`src/rtl/repetition_encoder.sv`:
```
// repetition_encoder: covert-channel transmitter for the repetition detector.
// Each packet slot receives a field value. A repeat of the previous field carries a
// payload '1' and a fresh LFSR-derived value carries a '0'. With no byte in flight,
// slots get fresh filler values.
//
// Optional feature macro: REP_ENC_PREAMBLE_EN
//   When defined, each accepted byte is preceded by PREAMBLE_LEN repeat slots. This
//   burst marks the start of a byte for the receiver. When undefined, the preamble
//   state and its counter are not built.
//
// States:
//   state    | meaning
//   IDLE     | s_ready=1, slots get fresh filler, waiting for a byte
//   SEND     | s_ready=0, each slot carries shreg[bit_idx], MSB first
//   PREAMBLE | s_ready=0, each slot repeats last value (macro builds only)
module repetition_encoder #(
  parameter int          FIELD_SIZE   = 16,
  parameter logic [15:0] LFSR_SEED    = 16'hACE1,
  parameter int          PREAMBLE_LEN = 4
) (
  input  logic                  sys_clk,
  input  logic                  reset_n,
  input  logic                  enable,
  input  logic [7:0]            s_data,
  input  logic                  s_valid,
  output logic                  s_ready,
  input  logic                  slot,
  output logic [FIELD_SIZE-1:0] field,
  output logic                  field_valid,
  output logic [15:0]           bits_sent
);

  localparam logic [1:0] ST_IDLE = 2'd0;
  localparam logic [1:0] ST_SEND = 2'd1;
`ifdef REP_ENC_PREAMBLE_EN
  localparam logic [1:0] ST_PRE  = 2'd2;
  localparam int         PCW     = (PREAMBLE_LEN > 2) ? $clog2(PREAMBLE_LEN) : 1;
  localparam logic [PCW-1:0] PRE_LOAD = PCW'(PREAMBLE_LEN - 1);
`endif

  localparam logic [FIELD_SIZE-1:0] FIELD_ONE = {{(FIELD_SIZE-1){1'b0}}, 1'b1};

  logic [1:0]            state_q, state_d;
  logic [7:0]            shreg_q;
  logic [2:0]            bit_idx_q;
  logic [15:0]           lfsr_q;
  logic [15:0]           lfsr_next;
  logic [FIELD_SIZE-1:0] field_q;
  logic                  field_valid_q;
  logic [15:0]           bits_sent_q;
`ifdef REP_ENC_PREAMBLE_EN
  logic [PCW-1:0]        pre_cnt_q;
`endif

  logic                  accept;
  logic                  emit;
  logic                  emit_repeat;
  logic                  emit_payload;
  logic [FIELD_SIZE-1:0] cand;
  logic [FIELD_SIZE-1:0] fresh_val;

  assign s_ready = (state_q == ST_IDLE);
  assign accept  = s_valid & s_ready;
  assign emit    = slot & enable;

  // Fibonacci LFSR, x^16+x^14+x^13+x^11+1; only consumed when a fresh value goes out.
  assign lfsr_next = {lfsr_q[14:0], lfsr_q[15] ^ lfsr_q[13] ^ lfsr_q[12] ^ lfsr_q[10]};
  assign cand      = lfsr_next[FIELD_SIZE-1:0];
  // A fresh value must never look like a repeat, so collide-by-chance is bumped by one.
  assign fresh_val = (cand == field_q) ? (field_q + FIELD_ONE) : cand;

  // Decide what the current slot carries.
  always_comb begin
    emit_repeat  = 1'b0;
    emit_payload = 1'b0;
    case (state_q)
      ST_SEND: begin
        emit_repeat  = shreg_q[bit_idx_q];
        emit_payload = 1'b1;
      end
`ifdef REP_ENC_PREAMBLE_EN
      ST_PRE:  emit_repeat = 1'b1;
`endif
      default: begin
        emit_repeat  = 1'b0;
        emit_payload = 1'b0;
      end
    endcase
  end

  // Next-state logic; slot-driven transitions only advance while enabled.
  always_comb begin
    state_d = state_q;
    case (state_q)
      ST_IDLE: begin
        if (accept) begin
`ifdef REP_ENC_PREAMBLE_EN
          state_d = ST_PRE;
`else
          state_d = ST_SEND;
`endif
        end
      end
      ST_SEND: begin
        if (emit && (bit_idx_q == 3'd0)) state_d = ST_IDLE;
      end
`ifdef REP_ENC_PREAMBLE_EN
      ST_PRE: begin
        if (emit && (pre_cnt_q == '0)) state_d = ST_SEND;
      end
`endif
      default: state_d = ST_IDLE;
    endcase
  end

  // State register plus byte shift register and bit index.
  always_ff @(posedge sys_clk or negedge reset_n) begin
    if (!reset_n) begin
      state_q   <= ST_IDLE;
      shreg_q   <= 8'h00;
      bit_idx_q <= 3'd0;
    end else begin
      state_q <= state_d;
      if (accept) begin
        shreg_q   <= s_data;
        bit_idx_q <= 3'd7;
      end else if (emit && (state_q == ST_SEND)) begin
        bit_idx_q <= bit_idx_q - 3'd1;
      end
    end
  end

`ifdef REP_ENC_PREAMBLE_EN
  // Preamble down-counter: loaded on accept, terminal count at zero ends the burst.
  always_ff @(posedge sys_clk or negedge reset_n) begin
    if (!reset_n) begin
      pre_cnt_q <= '0;
    end else if (accept) begin
      pre_cnt_q <= PRE_LOAD;
    end else if (emit && (state_q == ST_PRE) && (pre_cnt_q != '0)) begin
      pre_cnt_q <= pre_cnt_q - 1'b1;
    end
  end
`endif

  // Emission path: field value, its qualifier, LFSR advance and payload bit count.
  always_ff @(posedge sys_clk or negedge reset_n) begin
    if (!reset_n) begin
      lfsr_q        <= LFSR_SEED;
      field_q       <= '0;
      field_valid_q <= 1'b0;
      bits_sent_q   <= 16'h0000;
    end else begin
      field_valid_q <= emit;
      if (emit) begin
        if (!emit_repeat) begin
          field_q <= fresh_val;
          lfsr_q  <= lfsr_next;
        end
        if (emit_payload) bits_sent_q <= bits_sent_q + 16'h0001;
      end
    end
  end

  assign field       = field_q;
  assign field_valid = field_valid_q;
  assign bits_sent   = bits_sent_q;

endmodule

```
`config.mk`:
```
export PLATFORM = sky130hd
export DESIGN_NAME = repetition_encoder
export DESIGN_NICKNAME = d
export VERILOG_FILES = /design/src/rtl/repetition_encoder.sv
export SDC_FILE = /design/constraint.sdc
export NUM_CORES = 1
export LEC_CHECK = 0
export BUFFER_PORTS_ARGS = -buffer_cell sky130_fd_sc_hd__buf_2
export CORE_MARGIN = 2
export CORE_UTILIZATION = 50
export DETAILED_ROUTE_END_ITERATION = 8
export PLACE_DENSITY = 0.74
export SLEW_MARGIN = 20
export SYNTH_ARGS = -nofsm -noshare
export SYNTH_HDL_FRONTEND = slang
export SYNTH_SLANG_ARGS = --single-unit
```
`constraint.sdc`:
```
create_clock -name sys_clk -period 2.85 [get_ports sys_clk]
set_clock_uncertainty 0.2 [all_clocks]
set_input_delay 0.285 -clock sys_clk [delete_from_list [all_inputs] [get_ports sys_clk]]
set_output_delay 0.285 -clock sys_clk [all_outputs]
set_load 0.005 [all_outputs]
```
After elaboration in Yosys (flattened, before gate mapping)
Cells that the tools add are included.
{"block": "classes", "reduce_logical": 8, "n_eq_ne": 4, "order_cmp": 1, "n_mux": 10, "n_bitwise": 6, "add_sub_neg": 3}
{"cell": "adder 16 x 1 -> 16 bit, second input constant", "count": 2}
{"cell": "== test 16 bit", "count": 1}
{"cell": "2-to-1 mux 16 bit", "count": 1}
{"cell": "2-to-1 mux 3 bit", "count": 2}
{"cell": "AND reduction 2 bit", "count": 3}
{"cell": "less-than comparator 3 x 4 -> 1 bit, second input constant", "count": 1}
{"cell": "2-to-1 mux 2 bit", "count": 2}
{"cell": "one-hot mux 2 bit (2 select lines)", "count": 1}
{"cell": "binary-select mux 1 bit (select 3 bit)", "count": 1}
{"cell": "logical NOT 3 bit", "count": 1}
{"cell": "2-to-1 mux 1 bit", "count": 3}
{"cell": "subtractor 3 x 1 -> 3 bit, second input constant", "count": 1}
{"cell": "bitwise XOR 1 bit", "count": 3}
{"cell": "AND 1 bit", "count": 2}
{"cell": "== test 2 x 1 -> 1 bit, second input constant", "count": 1}
{"cell": "logical AND 1 bit", "count": 2}
{"cell": "logical NOT 2 bit", "count": 1}
{"cell": "!= test 2 x 1 -> 1 bit, second input constant", "count": 1}
{"cell": "!= test 2 bit, second input constant", "count": 1}
{"cell": "nonzero test 2 bit", "count": 1}
{"cell": "inverter 1 bit", "count": 1}
{"block": "totals", "inputBits": 13, "register_bits": 62, "elab_cells": 39}

Longest topological paths before layout
Gate-level depths: netlist (run 1).
{"block": "logic_depth", "depth_word": 5, "ltp_mapped": 9}

Worst setup path after synthesis (run 1)
Ideal clock, no wire load.
{"block": "synth_timing", "path_kind": "register to register", "startpoint": "register bit_idx_q[0]", "endpoint": "register field_q[0] (netlist: field[0])", "setup_slack_ns": 0.640, "stages_incl_launch_ff": 8, "n_path_buf": 1, "arrival_ns": 1.879, "synth_period_minus_slack_ns": 2.210, "path_cell_list": "dfrtp_1 mux4_2 and3_1 a31oi_1 nand2_1 clkbuf_1 o21ai_0 o31ai_1"}
{"block": "synth_via", "elab_chain_cells": 5}
{"item": "start, declared", "line_no": "45", "text": "logic [2:0] bit_idx_q;"}
{"item": "start signal, assigned", "line_no": "128", "text": "bit_idx_q <= bit_idx_q - 3'd1;"}
{"item": "binary-select mux 1 bit (select 3 bit)", "line_no": "78", "text": "emit_repeat = shreg_q[bit_idx_q];"}
{"item": "2-to-1 mux 1 bit (not written as such)", "line_no": "78"}
{"item": "2-to-1 mux 1 bit", "line_no": "76", "text": "case (state_q)"}
{"item": "inverter 1 bit (no source line)"}
{"item": "AND reduction 2 bit (no source line)"}
{"item": "end signal, assigned", "line_no": "157", "text": "field_q <= fresh_val;"}
{"item": "end, declared", "line_no": "48", "text": "logic [FIELD_SIZE-1:0] field_q;"}
Every way passes these cells. The select of a mux whose other input is x is not followed.
A chain may end at the register's enable or synchronous reset.

Worst setup path in the final report (run 1)
{"block": "layout_timing", "startpoint": "register bit_idx_q[0]", "endpoint": "register field_q[9] (netlist: field[9])"}
Same word-level chain as after synthesis.

==> out/qor.yml, run 1 <==
yosys:
  yosysTopAreaCell: "dfrtp_1"
  ys_seq_elements: 61
  synth_async_sr_flop_share_pct: 100
  synth_edf_count: 0
  ys_types: 40
  yosys.area.top_type_share_pct: 42.2
  synth_fp_nets: 332
  synth_area_leaders: "dfrtp_1 42%, nand2_1 8.1%, xnor2_1 7.0%"
  synth-warning-count: 0
  syn_area_mm2: 0.00314
  synthCells: 315
  ys_seq_area_share_pct: 48.9
  avgSynthCellArea_um2: 9.98
  yosysMostFrequentCell: "nand2_1"
  synth-main-ff-cell: "dfrtp_1"
  yosys-top-cells-count: "68 x nand2_1, 53 x dfrtp_1, 25 x xnor2_1"
die:
  die_width_um: 83.3
  die-area_mm2: 0.00694
  chipHeight_um: 83.3
  start_util_pct: 52.5
  core_area_mm2: 0.00599
  io_pins: 47
  row_count: 28
power:
  switching_share_pct: 36.0
  switching_power_mw: 1.09
  irDropWorstVdd_mv: 0.596
  pwr-share-seq_pct: 46.7
  clock_power_share_pct: 22.1
  intPower_mw: 1.93
  leakagePower_nw: 1.72
  power.density_mw_per_mm2: 815
  p_comb_share_pct: 31.2
setup_path:
  crit_path_end_kind: "flop"
  reg2reg_slack_ps: 350
  crit_path_start_kind: "flop"
  crit_buf_inv: 0
  crit_family: "compound AO/OA/AOI/OAI gates"
  arrival_ps: 2560
  cp_data_required_time_ps: 2900
  crit_chain: "mux4_2 > and3_1 > a31oi_1 > nand2_1 > a21oi_1 > a2bb2oi_1"
  cp_max_fo: 20
  critPathSlowestCell: "mux4_2"
  ff2ff_path_depth: 6
  criticalPathCategory: "reg -> reg"
  slowest_delay_ps: 520
  reg2reg_from: "bit_idx_q[0]"
  r2r_end: "field[9]"
grt:
  grtUsageTotal_pct: 20.9
  grt_pass1_wl_mm: 11.6
  first_global_vias: 2466
  gr-usage-met2_pct: 35.0
  grt_antenna_before_repair: 0
  gr-usage-met3_pct: 5.07
  busiest_layer: "met2"
  grt_max_degree: 62
  gr-total-overflow: 0
  gr-usage-met1_pct: 26.9
route:
  wl_mm: 6.77
  ant_nets: 0
  vias: 2502
  avgViaCountPerCell: 5.50
  first_iter_violations: 216
  drc: 0
  dr.pass1.iters: 5
  wire_per_inst_um: 14.9
clock_tree:
  cts_made_buffers: 9
  postCtsSetupBuffers: 0
  insertion_delay_ps: 340
  clockBufferDepth: 2
  clkTransAtPathRegs_ps: 70
  clock_sinks: 61
  cts_tree: "yes"
  htreeDepth: 3
  clockRootBuffer: "clkbuf_8"
finish:
  area_growth_syn_to_layout_pct: 17.9
  diodes: 0
  drive_above_1_share_pct: 24.2
  layout.nets: 393
  final_area_mm2: 0.00370
sta:
  min_period_ps: 2500
  drv_slew: 0
  worst_pin_slew_ps: 755
  fmax_mhz: 400
  slew_headroom_pct: 49.7
  hold_viol: 0
  setup_violations: 0
  setup_tns_ps: 0
  rsz0062_at_grt: "no"
  fin_crit_sh_pct: 87.8
worst_hold_path:
  holdPathStages: 2
  hold_start: "enable"
  min_path_type: "in -> reg"
  whs_endpoint: "field_valid"
placement:
  gp_congestion: 0.851
  dp_hpwl_mm: 4.48
  dpl-instance-area_mm2: 0.00345
  port_buffers: 46
run_status:
  status: "finished clean"
flow_run:
  maxCapViolCount: 0
## final cells by class
class	count	area, um^2
clock buffers	11	141
clock inverters	4	25.0
fillers	514	2290
inverters	10	37.5
multi-input cells	230	1480
flip-flops and latches	61	1540
well taps	75	93.8
repair buffers	64	388
## metal layers
layer / up-vias / share of wire [%]
met5: - / 0
met4: 0 / 0.80
met3: 7 / 4.8
met2: 67 / 50
met1: 1221 / 44
li1: 1207 / -
## flip-flops by register name (all words and copies together), names as in the netlist
register     cells
lfsr_q          16
bits_sent       16
state_q          1
field           16
shreg_q          8
bit_idx_q        3
field_valid      1
## timing repair
| item | CTS | global route |
|---|---|---|
| resized for setup | 0 | 0 |
| endpoints found under the hold margin | 61 | 0 |
| hold buffers | 9 | 0 |
## power groups by stage
stage | combinational, mW | clock, mW | sequential, mW
5_1_grt | 1.05 | 0.728 | 1.45
4_1_cts | 0.952 | 0.678 | 1.41
6_report | 0.942 | 0.669 | 1.41
2_1_floorplan | 0.643 | 0 | 1.34
3_3_place_gp | 0.902 | 0 | 1.41
3_5_place_dp | 0.936 | 0 | 1.42
## cells in the final DEF (no fill, tap or decap), drive strengths merged, types with 2 or more instances in the layout
cell type and instances:
xnor2 26, clkinvlp 2, mux2i 10, nor3 3, dlygate4sd3 9, clkbuf 11, o22ai 2, and3 11
inv 10, a2bb2oi 7, ha 4, mux4 2, clkinv 2, o21ai 8, nand2 68, dfrtp 53
nand3 17, a31oi 4, nor2 10, mux2 8, and2 2, dfstp 8, nand4 10, buf 55
a22oi 6, xor2 9, a21oi 13
## kinds of logic (layout without fill, tap and decap cells)
| kind of cell | Yosys count | in the layout | share of synthesized area (%) |
|---|---|---|---|
| fa+ha+maj | 4 | 4 | 1.59 |
| xor+xnor | 35 | 35 | 10.2 |
| mux | 20 | 20 | 7.48 |
| flops | 61 | 61 | 48.9 |
| simple gates | 125 | 125 | 18.4 |
| compound gates | 46 | 46 | 9.47 |
| buf+inv | 24 | 89 | 3.94 |
## worst max path at each step
stage                       endpoint  depth (start not counted)    startpoint
after floorplan             field[0]                          7  bit_idx_q[0]
after global placement    lfsr_q[12]                          7  bit_idx_q[0]
after detailed placement    field[9]                          6  bit_idx_q[0]
after CTS                   field[9]                          6  bit_idx_q[0]
after global routing        field[9]                          6  bit_idx_q[0]
final                       field[9]                          6  bit_idx_q[0]
## stage by stage
stage,setup WS [ps],instances,power [mW],hold slack (ps),utilization [%]
after detailed placement,321,431,2.35,252,57.6
after global routing,80.0,455,3.22,146,61.8
final,348,455,3.02,124,61.8
after global placement,388,431,2.31,252,57.6
after floorplan,640,315,1.98,-211,-
after CTS,314,455,3.04,116,61.8
Power figures use the tool's default switching activity.
==> run 2, diff against run 1 <==
- CORE_UTILIZATION: 50 -> 51
- PLACE_DENSITY: 0.74 -> 0.76
==> run 2 against run 1 <==
- wire length decreased by 0.80%
- cell count rose by 0.22%
- largest power group unchanged
- global-route usage increased by 1.4 points
- sequential cell count unchanged
- register-to-register slack about the same
==> out/qor.yml, run 2 (synthesized netlist as in run 1, its figures left out) <==
placement:
  gp_congestion: 0.840
  port_buffers: 46
  dp_hpwl_mm: 4.65
worst_hold_path:
  min_path_type: "in -> reg"
finish:
  final_common_cell: "nand2_1"
  layout_common_cells: "68 x nand2_1, 53 x dfrtp_1, 46 x buf_2"
  area_growth_syn_to_layout_pct: 18.4
  diodes: 0
  layout.nets: 393
  drive_above_1_share_pct: 24.1
  fill_cells: 522
setup_path:
  crit_path_start_kind: "flop"
  crit_top_cell: "nand2_1"
  crit_chain: "mux4_2 > and3_1 > a31oi_1 > nand2_1 > buf_4 > nand2_1 > nand2_1"
  arrival_ps: 2530
  cp_max_fo: 20
  cp_data_required_time_ps: 2870
  crit_buf_inv: 1
  criticalPathCategory: "reg -> reg"
  crit_family: "simple AND/OR/NAND/NOR gates"
  slowest_delay_ps: 510
  crit_path_end_kind: "flop"
  critPathSlowestCell: "mux4_2"
sta:
  rsz0062_at_grt: "no"
  min_period_ps: 2510
  fmax_mhz: 398
  slew_headroom_pct: 55.0
  drv_slew: 0
  whs_ps: 131
  fin_crit_sh_pct: 88.1
  setup_tns_ps: 0
  worst_pin_slew_ps: 673
  setup_violations: 0
  hold_viol: 0
grt:
  grtUsageTotal_pct: 22.3
  grt_pass1_wl_mm: 11.4
  first_global_vias: 2426
  gr-total-overflow: 0
  grt_max_degree: 37
  grt_antenna_before_repair: 0
power:
  clock_power_share_pct: 23.8
  power.density_mw_per_mm2: 824
  intPower_mw: 2.00
  switching_power_mw: 1.07
  pwr-share-seq_pct: 46.2
  leakagePower_nw: 1.74
  switching_share_pct: 34.9
  irDropWorstVdd_mv: 0.583
  p_comb_share_pct: 30.0
route:
  vias: 2479
  dr.pass1.iters: 4
  first_iter_violations: 173
  ant_nets: 0
  wire_per_inst_um: 14.7
  drc: 0
  avgViaCountPerCell: 5.44
  wl_mm: 6.71
die:
  chipHeight_um: 82.5
  die-area_mm2: 0.00681
  core_area_mm2: 0.00596
  die_width_um: 82.5
  io_pins: 47
  row_count: 28
  start_util_pct: 52.8
clock_tree:
  cts_tree: "yes"
  clock_sinks: 61
  clockRootBuffer: "clkbuf_8"
  htreeDepth: 3
  clkTransAtPathRegs_ps: 70
  clockBufferDepth: 2
  cts_made_buffers: 9
  insertion_delay_ps: 340
flow_run:
  maxCapViolCount: 0
run_status:
  status: "finished clean"
==> run 2: cell types whose count changed in the layout (fill, tap and decap cells not counted) <==
cell	change
clkinv_2	+1
bufinv_16	+1
clkinvlp_4	-1
clkbuf_1	+1
clkbuf_8	-1
==> run 2: power groups by stage <==
stage | combinational [mW] | sequential (mW) | clock (mW)
after floorplan | 0.643 | 1.34 | 0
after global placement | 0.893 | 1.41 | 0
after detailed placement | 0.922 | 1.42 | 0
after CTS | 0.934 | 1.41 | 0.742
after global routing | 1.04 | 1.45 | 0.781
final | 0.921 | 1.42 | 0.731
==> run 2: path summary, 6_finish.rpt <==
kind | startpoint | to | slack, ps | depth (start not counted)
max reg2reg | bit_idx_q[0] | lfsr_q[12] | 340 | 7
min in group asynchronous | reset_n | field[11] | 240 | 2
min | enable | field_valid | 130 | 2
min reg2reg | lfsr_q[15] | lfsr_q[15] | 270 | 2
max | bit_idx_q[0] | lfsr_q[12] | 340 | 7
max in group asynchronous | reset_n | lfsr_q[7] | 1460 | 3
==> run 2: cell type report <==
| class | count | area (um^2) | area share, % |
|---|---|---|---|
| clock buffer | 11 | 131 | 3.53 |
| clock inverter | 5 | 52.6 | 1.41 |
| inverter | 10 | 37.5 | 1.01 |
| multi-input combinational | 230 | 1480 | 39.8 |
| sequential | 61 | 1540 | 41.3 |
| tap | 75 | 93.8 | 2.52 |
| timing repair buffer | 64 | 388 | 10.4 |
==> run 2: repair_timing <==
action,CTS,global route
buffers inserted,0,0
hold buffers,9,0
resized for setup,0,0
hold endpoints to repair,22,0
==> run 2: worst reg2reg max path, stage by stage, from the launching register on <==
cell	delay, ps
dfrtp_1	450
mux4_2	510
and3_1	190
a31oi_1	160
nand2_1	420
buf_4	340
nand2_1	70
nand2_1	60
==> run 2: stage by stage <==
stage	instances	utilization, %	power, mW	worst slack (ps)	area, um^2
after floorplan	315	-	1.98	640	3140
after global placement	431	57.9	2.30	395	3450
after detailed placement	431	57.9	2.34	344	3450
after CTS	456	62.5	3.08	321	3720
after global routing	456	62.5	3.28	83.7	3720
final	456	62.5	3.07	338	3720
==> run 2: routing by layer <==
layer | track usage, % | up-vias | share of wire, %
li1 | - | 1206 | -
met1 | 29.7 | 1190 | 46
met2 | 36.4 | 76 | 48
met3 | 4.13 | 7 | 5.1
met4 | 8.69 | 0 | 1.1
met5 | 0 | - | 0
==> run 3, diff against run 2 <==
- REMOVE_ABC_BUFFERS: not set -> 1
==> run 3 against run 2 <==
- hold slack lost 3.6 ps
- first-iteration DRC count grew 6.4%
- critical path depth is the same
- sequential power is essentially flat
- clock power grew 28%
- largest power group unchanged
- global-route usage shrank 0.25 points
- die area is the same
- register-to-register slack is essentially flat
- critical endpoint is now field[2]
- final area grew 1.3%
- sequential share of layout area shrank 0.53 points
- via count grew 0.93%
- combinational power is essentially flat
==> out/qor.yml, run 3 (synthesized netlist as in run 1, its figures left out) <==
run_status:
  status: "finished clean"
placement:
  port_buffers: 46
  gp_congestion: 0.945
  dp_cells: 430
  dpl-instance-area_mm2: 0.00344
  dp_hpwl_mm: 4.60
sta:
  fmax_mhz: 399
  setup_tns_ps: 0
  rsz0062_at_grt: "no"
  fin_crit_sh_pct: 88.0
  drv_slew: 0
  slew_headroom_pct: 47.2
  hold_viol: 0
  min_period_ps: 2510
  worst_pin_slew_ps: 793
  setup_violations: 0
clock_tree:
  clockBufferDepth: 2
  clkTransAtPathRegs_ps: 70
  clockRootBuffer: "clkbuf_8"
  htreeDepth: 3
  cts_tree: "yes"
  insertion_delay_ps: 330
  clock_sinks: 61
  cts_made_buffers: 9
power:
  leakagePower_nw: 1.76
  irDropWorstVdd_mv: 0.536
  power.density_mw_per_mm2: 866
route:
  wl_mm: 6.73
  avgViaCountPerCell: 5.50
  ant_nets: 0
  first_iter_violations: 184
  drc: 0
  vias: 2502
  dr.pass1.iters: 4
  wire_per_inst_um: 14.8
finish:
  fill_cells: 501
  area_growth_syn_to_layout_pct: 20.0
  layout_common_cells: "68 x nand2_1, 53 x dfrtp_1, 46 x buf_2"
  final_common_cell: "nand2_1"
  final_area_mm2: 0.00377
  final_cells: 455
  layout.nets: 392
  drive_above_1_share_pct: 23.9
  diodes: 0
  utilization_pct: 63.3
grt:
  busiest_layer: "met2"
  gr-total-overflow: 0
  grt_max_degree: 37
  gr-usage-met2_pct: 33.5
  first_global_vias: 2366
  gr-usage-met3_pct: 5.00
  gr-usage-met1_pct: 31.2
  grtUsageTotal_pct: 22.1
  grt_antenna_before_repair: 0
  grt_pass1_wl_mm: 11.3
die:
  core_area_mm2: 0.00596
  io_pins: 47
  die_width_um: 82.5
  row_count: 28
  start_util_pct: 52.8
  chipHeight_um: 82.5
  die-area_mm2: 0.00681
setup_path:
  crit_path_end_kind: "flop"
  critPathSlowestCell: "dfstp_2"
  crit_buf_inv: 1
  slowest_delay_ps: 610
  reg2reg_slack_ps: 340
  cp_max_fo: 7
  crit_chain: "xnor2_1 > nand4_1 > nor4_4 > and3_1 > buf_4 > mux2i_1 > a22oi_1"
  criticalPathCategory: "reg -> reg"
  arrival_ps: 2500
  crit_path_start_kind: "flop"
  cp_data_required_time_ps: 2840
  crit_family: "simple AND/OR/NAND/NOR gates"
worst_hold_path:
  min_path_type: "in -> reg"
flow_run:
  maxCapViolCount: 0
==> run 3: changes by cell type in the layout (fill, tap and decap cells not counted) <==
cell	previous run	this run
buf_4	9	8
bufinv_16	1	3
clkbuf_8	9	10
clkinv_2	3	1
clkinvlp_4	1	0
==> run 3: path summary, 6_finish.rpt <==
path                                     from  cells past startpoint            end
worst max register to register     lfsr_q[10]                      7       field[2]
max in group asynchronous             reset_n                      3      lfsr_q[7]
min in group asynchronous             reset_n                      2      lfsr_q[2]
worst min register to register  bits_sent[15]                      1  bits_sent[15]
worst max-delay path               lfsr_q[10]                      7       field[2]
worst min-delay path                   enable                      2    field_valid
==> run 3: per-layer routing <==
metal	wire, um	up-vias
met1	3120	1220
met4	95	0
li1	-	1203
met5	0	-
met3	335	9
met2	3170	70
==> run 3: through the flow <==
stage	setup WS, ps	hold WS (ps)	power [mW]
2_1_floorplan	260	-211	1.95
3_3_place_gp	446	224	2.29
3_5_place_dp	373	217	2.33
4_1_cts	357	111	3.29
5_1_grt	158	134	3.48
6_report	343	127	3.27
==> run 3: final cells by class <==
cell class / count / area, um^2 / share of cell area [%]
Timing Repair Buffer: 63 / 380 / 10.1
Tap cell: 75 / 93.8 / 2.49
Clock buffer: 12 / 145 / 3.85
Inverter: 10 / 37.5 / 0.995
Sequential cell: 61 / 1540 / 40.7
Clock inverter: 4 / 95.1 / 2.52
Multi-Input combinational cell: 230 / 1480 / 39.3
==> run 3: worst reg2reg max path: stages (launching register included) <==
cell     delay, ps
dfstp_2        610
xnor2_1        150
nand4_1        150
nor4_4         310
and3_1         410
buf_4          240
mux2i_1        200
a22oi_1        100
==> run 3: timing repair <==
item | in CTS | in global routing
setup endpoints to repair | 0 | 0
hold buffers | 9 | 0
setup buffers | 0 | 0
resized for setup | 0 | 0
endpoints found under the hold margin | 40 | 0
==> run 3: where the power goes <==
part           leakage [nW]  switching (mW)  internal (mW)
Clock                 0.121           0.332          0.605
Combinational         0.886           0.427          0.493
Sequential            0.753           0.314           1.10
